$ cat src/rtl/weights_fetch_ctrl_pkg.sv
// Shared types and constants for the weight-fetch controller.
package weights_fetch_ctrl_pkg;

    localparam int unsigned AW_DEF     = 8;
    localparam int unsigned FIFO_DEPTH = 2;

    typedef enum logic [1:0] {
        ST_IDLE  = 2'd0,
        ST_FETCH = 2'd1,
        ST_DRAIN = 2'd2,
        ST_DONE  = 2'd3
    } fetch_state_e;

endpackage

$ cat src/rtl/weights_fetch_ctrl_if.sv
// Burst request, weight ROM port and weight stream of the fetch controller.
interface weights_fetch_ctrl_if
    import weights_fetch_ctrl_pkg::*;
#(
    parameter int unsigned N  = 8,
    parameter int unsigned AW = AW_DEF
);
    logic          start;
    logic [AW-1:0] base_addr;
    logic [AW:0]   count;
    logic [AW-1:0] rom_addr;
    logic [N-1:0]  rom_data;
    logic [N-1:0]  w_data;
    logic          w_valid;
    logic          w_ready;
    logic          w_last;
    logic          busy;
    logic          done;

    modport master (
        input  start, base_addr, count, rom_data, w_ready,
        output rom_addr, w_data, w_valid, w_last, busy, done
    );

    modport slave (
        output start, base_addr, count, rom_data, w_ready,
        input  rom_addr, w_data, w_valid, w_last, busy, done
    );
endinterface

$ cat src/rtl/weights_fifo2.sv
// Two-entry head/tail FIFO; the head register drives the output directly.
module weights_fifo2 #(
    parameter int unsigned N = 8
) (
    input  logic         clk,
    input  logic         rst,
    input  logic         push,
    input  logic         pop,
    input  logic [N-1:0] din,
    output logic [N-1:0] dout,
    output logic         valid,
    output logic [1:0]   level_c
);
    logic [N-1:0] head_q;
    logic [N-1:0] tail_q;
    logic         head_v;
    logic         tail_v;
    logic         pop_ok;

    assign pop_ok  = pop & head_v;
    assign dout    = head_q;
    assign valid   = head_v;
    assign level_c = 2'(head_v) + 2'(tail_v);

    // Tail is only ever occupied behind a valid head.
    always_ff @(posedge clk or posedge rst) begin
        if (rst) begin
            head_q <= '0;
            tail_q <= '0;
            head_v <= 1'b0;
            tail_v <= 1'b0;
        end else if (pop_ok) begin
            if (tail_v) begin
                head_q <= tail_q;
                if (push) tail_q <= din;
                else      tail_v <= 1'b0;
            end else if (push) begin
                head_q <= din;
            end else begin
                head_v <= 1'b0;
            end
        end else if (push) begin
            if (!head_v) begin
                head_q <= din;
                head_v <= 1'b1;
            end else if (!tail_v) begin
                tail_q <= din;
                tail_v <= 1'b1;
            end
        end
    end
endmodule

$ cat src/rtl/weights_fetch_ctrl.sv
// Streams a burst of weight words from a one-cycle-latency ROM to the neuron
// datapath, with read issue throttled so the 2-entry output FIFO never overflows.
module weights_fetch_ctrl
    import weights_fetch_ctrl_pkg::*;
#(
    parameter int unsigned N  = 8,
    parameter int unsigned Q  = 7,
    parameter int unsigned AW = AW_DEF
) (
    input  logic                 clk,
    input  logic                 rst,
    weights_fetch_ctrl_if.master bus
);
    localparam int unsigned CW = AW + 1;
    localparam int unsigned FW = N + 1;

    // Q only describes the fixed-point format of the words passed through.
    if (Q >= N) begin : g_bad_q
        $error("Q must be smaller than N");
    end

    fetch_state_e  state_q;
    fetch_state_e  state_d;
    logic [AW-1:0] addr_q;
    logic [CW-1:0] count_q;
    logic [CW-1:0] issued_q;
    logic [CW-1:0] pushed_q;
    logic          inflight_q;
    logic          busy_q;
    logic          done_q;
    logic          busy_d;
    logic          done_d;

    logic          load_c;
    logic          issue_c;
    logic          pop_c;
    logic          push_c;
    logic          push_last_c;
    logic          last_xfer_c;
    logic [2:0]    occ_c;
    logic [1:0]    level_c;
    logic [FW-1:0] fifo_dout;
    logic          fifo_valid;

    // Words held or in flight, counting the slot freed by this cycle's pop.
    assign pop_c       = fifo_valid & bus.w_ready;
    assign push_c      = inflight_q;
    assign occ_c       = 3'(level_c) + 3'(inflight_q) - 3'(pop_c);
    assign issue_c     = (state_q == ST_FETCH) && (occ_c < 3'(FIFO_DEPTH));
    assign load_c      = (state_q == ST_IDLE) && bus.start && (bus.count != '0);
    assign push_last_c = (pushed_q == CW'(count_q - 1'b1));
    assign last_xfer_c = pop_c & fifo_dout[N];

    always_ff @(posedge clk or posedge rst) begin
        if (rst) state_q <= ST_IDLE;
        else     state_q <= state_d;
    end

    always_comb begin
        state_d = state_q;
        case (state_q)
            ST_IDLE: begin
                if (bus.start) state_d = (bus.count == '0) ? ST_DONE : ST_FETCH;
            end
            ST_FETCH: begin
                if (issue_c && (issued_q == CW'(count_q - 1'b1))) state_d = ST_DRAIN;
            end
            ST_DRAIN: begin
                if (last_xfer_c) state_d = ST_DONE;
            end
            ST_DONE:  state_d = ST_IDLE;
            default:  state_d = ST_IDLE;
        endcase
    end

    always_comb begin
        busy_d = 1'b0;
        done_d = 1'b0;
        if (state_d != ST_IDLE) busy_d = 1'b1;
        if (state_d == ST_DONE) done_d = 1'b1;
    end

    // Address, burst counters and read-in-flight tracking.
    always_ff @(posedge clk or posedge rst) begin
        if (rst) begin
            addr_q     <= '0;
            count_q    <= '0;
            issued_q   <= '0;
            pushed_q   <= '0;
            inflight_q <= 1'b0;
            busy_q     <= 1'b0;
            done_q     <= 1'b0;
        end else begin
            busy_q     <= busy_d;
            done_q     <= done_d;
            inflight_q <= issue_c;
            if (load_c) begin
                addr_q   <= bus.base_addr;
                count_q  <= bus.count;
                issued_q <= '0;
                pushed_q <= '0;
            end else begin
                if (issue_c) begin
                    addr_q   <= AW'(addr_q + 1'b1);
                    issued_q <= CW'(issued_q + 1'b1);
                end
                if (push_c) pushed_q <= CW'(pushed_q + 1'b1);
            end
        end
    end

    weights_fifo2 #(.N(FW)) u_fifo (
        .clk     (clk),
        .rst     (rst),
        .push    (push_c),
        .pop     (pop_c),
        .din     ({push_last_c, bus.rom_data}),
        .dout    (fifo_dout),
        .valid   (fifo_valid),
        .level_c (level_c)
    );

    assign bus.rom_addr = addr_q;
    assign bus.w_data   = fifo_dout[N-1:0];
    assign bus.w_valid  = fifo_valid;
    assign bus.w_last   = fifo_valid & fifo_dout[N];
    assign bus.busy     = busy_q;
    assign bus.done     = done_q;
endmodule
$ cat src/flat_wrapper.sv
// flat-port wrapper written by rule: the top's interface ports become plain ports
module weights_fetch_ctrl_flat import weights_fetch_ctrl_pkg::*;
#(
    parameter int unsigned N  = 8,
    parameter int unsigned Q  = 7,
    parameter int unsigned AW = AW_DEF
)
  (clk, rst, bus_start, bus_base_addr, bus_count, bus_rom_data, bus_w_ready, bus_rom_addr, bus_w_data, bus_w_valid, bus_w_last, bus_busy, bus_done);
  weights_fetch_ctrl_if #(.N(N), .AW(AW)) bus_i ();
  input  logic clk;
  input  logic rst;
  input wire logic [$bits(bus_i.start)-1:0] bus_start;
  input wire logic [$bits(bus_i.base_addr)-1:0] bus_base_addr;
  input wire logic [$bits(bus_i.count)-1:0] bus_count;
  input wire logic [$bits(bus_i.rom_data)-1:0] bus_rom_data;
  input wire logic [$bits(bus_i.w_ready)-1:0] bus_w_ready;
  output wire logic [$bits(bus_i.rom_addr)-1:0] bus_rom_addr;
  output wire logic [$bits(bus_i.w_data)-1:0] bus_w_data;
  output wire logic [$bits(bus_i.w_valid)-1:0] bus_w_valid;
  output wire logic [$bits(bus_i.w_last)-1:0] bus_w_last;
  output wire logic [$bits(bus_i.busy)-1:0] bus_busy;
  output wire logic [$bits(bus_i.done)-1:0] bus_done;
  assign bus_i.start = bus_start;
  assign bus_i.base_addr = bus_base_addr;
  assign bus_i.count = bus_count;
  assign bus_i.rom_data = bus_rom_data;
  assign bus_i.w_ready = bus_w_ready;
  assign bus_rom_addr = bus_i.rom_addr;
  assign bus_w_data = bus_i.w_data;
  assign bus_w_valid = bus_i.w_valid;
  assign bus_w_last = bus_i.w_last;
  assign bus_busy = bus_i.busy;
  assign bus_done = bus_i.done;
  weights_fetch_ctrl #(.N(N), .Q(Q), .AW(AW)) u_core (.clk(clk), .rst(rst), .bus(bus_i));
endmodule
$ cat config.mk
export PLATFORM = sky130hd
export DESIGN_NAME = weights_fetch_ctrl_flat
export DESIGN_NICKNAME = d
export VERILOG_FILES = /design/src/rtl/weights_fetch_ctrl_pkg.sv /design/src/rtl/weights_fetch_ctrl_if.sv /design/src/rtl/weights_fifo2.sv /design/src/rtl/weights_fetch_ctrl.sv /design/src/flat_wrapper.sv
export SDC_FILE = /design/constraint.sdc
export NUM_CORES = 1
export LEC_CHECK = 0
export CELL_PAD_IN_SITES_DETAIL_PLACEMENT = 0
export CELL_PAD_IN_SITES_GLOBAL_PLACEMENT = 1
export CORE_ASPECT_RATIO = 0.5
export CORE_MARGIN = 2
export CORE_UTILIZATION = 40
export DETAILED_ROUTE_END_ITERATION = 8
export PLACE_DENSITY_LB_ADDON = 0.3
export SYNTH_ARGS = -nofsm -noshare
export SYNTH_HDL_FRONTEND = slang
export SYNTH_SLANG_ARGS = --single-unit
$ cat constraint.sdc
create_clock -name clk -period 3 [get_ports clk]
set_clock_uncertainty 0.15 [all_clocks]
set_input_delay 0.6 -clock clk [delete_from_list [all_inputs] [get_ports clk]]
set_output_delay 0.6 -clock clk [all_outputs]
set_load 0.005 [all_outputs]
==> results.md <==
* Final TNS setup at 0 ns
* EDFF count, synth at 0
* Complex-gate fraction of the synthesized area at 9.65%
* Most used cell, CP: ha_1
* Core area at 0.00809 mm²
* Slew Limit Fails at 0
* Yosys warning total at 0
* Mux cell area share after synthesis at 8.60%
* Clock power frac at 20.6%
* Final Net Count at 422
* Comb pwr share at 45.3%
* Post-synthesis sequential area ratio at 44.7%
* Vias in the first global route at 2567
* Ant. Diodes at 0
* Clock latency on the worst-skew pair at 0.33 ns
* Post-synthesis async set-or-reset flop share at 100%
* Synth Register Bits at 60
* CTS buffer count at 9
* Psw at 1.86 mW
* CTS sink cnt at 60
* TritonCTS clock tree: built
* Status: completed
* Top cell type's share of synthesized area at 44.7%
* Area Overhead vs Synth at 26.6%
* Cells after synthesis at 341
* Post-CTS Hold Fix Bufs at 0
* Synth unique cells at 49
* First-pass GRT wire length at 12400 µm
* Cell accounting for the most synthesized area: dfrtp_1
* Period minus WS final at 2.83 ns
* Max Cap Viol at 0
* Crit end category: flop
* Synth Area in XOR/XNOR at 11.7%
* Initial DRT Pass Iterations at 4
* Hold WC Path Type: flop to flop
* Pwr/cell area at 1140 mW/mm²
* VDD IR max at 469 µV
* Final Hold Fails at 0
* Die H at 68.8 µm
* Site Rows at 23
* Cell Chain, Critical Path: clkdlybuf4s50_1 > and2_1 > ha_1 > inv_1 > ha_1 > a21oi_2 > xnor2_2 > nor4_1 > buf_4 > nand3_1 > xor2_1 > o21ai_0
* Area taken by multi-input logic gates at 0.00167 mm²
* Die width at 134 µm
* Synth Area in Adders at 2.61%
* Register area at 0.00150 mm²
* CP bufs+invs at 3
* Most instantiated cells after synthesis: 60 x dfrtp_1, 31 x nand2_1, 27 x nor2_1
* Net Sw Frac at 38.2%
* HPWL Detailed at 5320 µm
* Syn Nets at 377
* Delay of the slowest critical-path stage at 0.42 ns
* Post-synthesis cell area at 0.00336 mm²
* Hold Slack at 0.329 ns
* ANT nets after route at 0
* Total GRT Usage at 17.7%
* Largest delay share family, worst path: buffers and inverters
* Worst-path fanout max at 4
* Dpl cell area at 0.00395 mm²
* CTS H-tree depth at 3
* Filler Cell Count at 730
* Rel. slew slack at 65.3%
* Post-DR vias/cell at 5.13
* Synth Flop Type: dfrtp_1
* Post-route cell area at 0.00425 mm²
* Synth Area in Simple Gates at 16.6%
* Startpoint types: primary input
* Port bufs at 48
* CP Class: primary input to flop
* Sequential cell fraction of total power at 34.1%
* Routed WL at 7380 µm
* Final setup vio count at 0
* Die Area at 0.00919 mm²
* Critical-path top delay cell: clkdlybuf4s50_1
* Area contributors post-synth: dfrtp_1 45%, xor2_1 6.8%, mux2_2 5.0%
* Initial antenna violation count at 0
* Largest net degree at the start of global routing at 48
* Overflow after GRT at 0
* Via count at 2580
* Leak pwr at 1.83 nW
* Final period util at 94.3%
* Data arrival time of the worst path at 2.93 ns
* CTS Root Buffer Type: clkbuf_16
* Initial DRC count at 122
* Max clock buf depth at 2
* Largest family of logic cells by synthesized area: simple AND/OR/NAND/NOR gates
* Routed length per instance at 14.7 µm
* Initial Utilization at 41.5%
* Worst-Margin Slew at 0.520 ns
* Clock-pin slew on the worst setup and hold paths at 0.05 ns
* Fmax at 353 MHz
* Layout cells sized above 1 at 14.6%
* GPL Wtd Cong at 0.842
* Average size of a mapped cell at 9.85 µm²
* I/O pin count at 49
* Most frequent cell after synthesis: dfrtp_1
* Worst path required time at 3.10 ns
* DRC viols at 0
* Internal power at 3.01 mW
area by class of cell:
class	instances	share of cell area, %
clock buffers	9	5.30
clock inverters	7	1.59
multi-input cells	241	39.2
well taps	112	3.30
repair buffers	61	14.2
inverters	13	1.15
flip-flops and latches	60	35.3
power groups by stage:
stage          clock [mW]  sequential [mW]  combinational, mW
6_report             1.00             1.66               2.20
5_1_grt              1.06             1.72               2.48
4_1_cts              1.03             1.65               2.19
3_5_place_dp            0             1.66               2.17
3_3_place_gp            0             1.65               2.11
2_1_floorplan           0             1.45               1.69
sequential cells by signal (all words and copies together), names as in the netlist:
| signal | cells |
|---|---|
| u_core.bus.busy | 1 |
| u_core.bus.done | 1 |
| u_core.bus.rom_addr | 8 |
| u_core.count_q | 9 |
| u_core.inflight_q | 1 |
| u_core.issued_q | 9 |
| u_core.pushed_q | 9 |
| u_core.state_q | 2 |
| u_core.u_fifo.dout | 9 |
| u_core.u_fifo.tail_q | 9 |
| u_core.u_fifo.tail_v | 1 |
| u_core.u_fifo.valid | 1 |
logic make-up (layout without fill, tap and decap cells):
group | count (synthesis) | count (layout)
multiplexers | 27 | 27
AO/OA/AOI/OAI | 52 | 52
XOR/XNOR | 45 | 45
adder cells (fa/ha/maj) | 7 | 7
AND/OR/NAND/NOR | 110 | 110
buffers and inverters | 40 | 90
flip-flops | 60 | 60
path summary, 6_finish.rpt:
kind / start / endpoint / slack [ns] / cells after the start
worst min-delay path: u_core.u_fifo.dout[3] / u_core.u_fifo.dout[3] / 0.33 / 2
worst min register to register: u_core.u_fifo.dout[3] / u_core.u_fifo.dout[3] / 0.33 / 2
worst max-delay path: bus_w_ready / u_core.bus.rom_addr[7] / 0.17 / 12
max in group asynchronous: rst / u_core.count_q[2] / 1.75 / 3
worst max register to register: u_core.count_q[0] / u_core.bus.busy / 0.20 / 8
min in group asynchronous: rst / u_core.u_fifo.tail_q[6] / 0.40 / 2
worst min-delay path: stages, from the launching register on:
cell and delay [ns]:
dfrtp_1 0.34, nand2_1 0.05, o21ai_0 0.06
placed cells by master (no fill, tap or decap), types with 12 or more instances in the layout:
master,synthesis,final
inv_1,13,12
nand2_1,31,31
nor2_1,27,27
xnor2_1,19,18
mux2_2,15,15
clkdlybuf4s50_1,0,48
mux2i_1,12,12
xor2_1,26,26
o21ai_0,25,25
dfrtp_1,60,60
through the flow:
stage | power (mW) | setup WS [ns] | util, % | cells
final | 4.86 | 0.171 | 52.6 | 503
after global routing | 5.26 | -0.0147 | 52.6 | 503
after CTS | 4.87 | 0.102 | 52.5 | 503
after detailed placement | 3.84 | -0.257 | 48.8 | 487
after global placement | 3.76 | -0.211 | 48.8 | 487
after floorplan | 3.14 | 0.101 | - | 341
routing by layer:
| metal | track usage (%) | share of wire, % |
|---|---|---|
| met1 | 21.7 | 47 |
| met2 | 29.6 | 45 |
| met3 | 5.77 | 6.5 |
| met4 | 7.31 | 1.4 |
| met5 | 0 | 0 |
timing repair:
item                       4_1_cts  5_1_grt
setup endpoints to repair        0        8
setup buffers                    0        0
gates resized for setup          0        2
No activity file was read; power rests on OpenSTA's default activity.
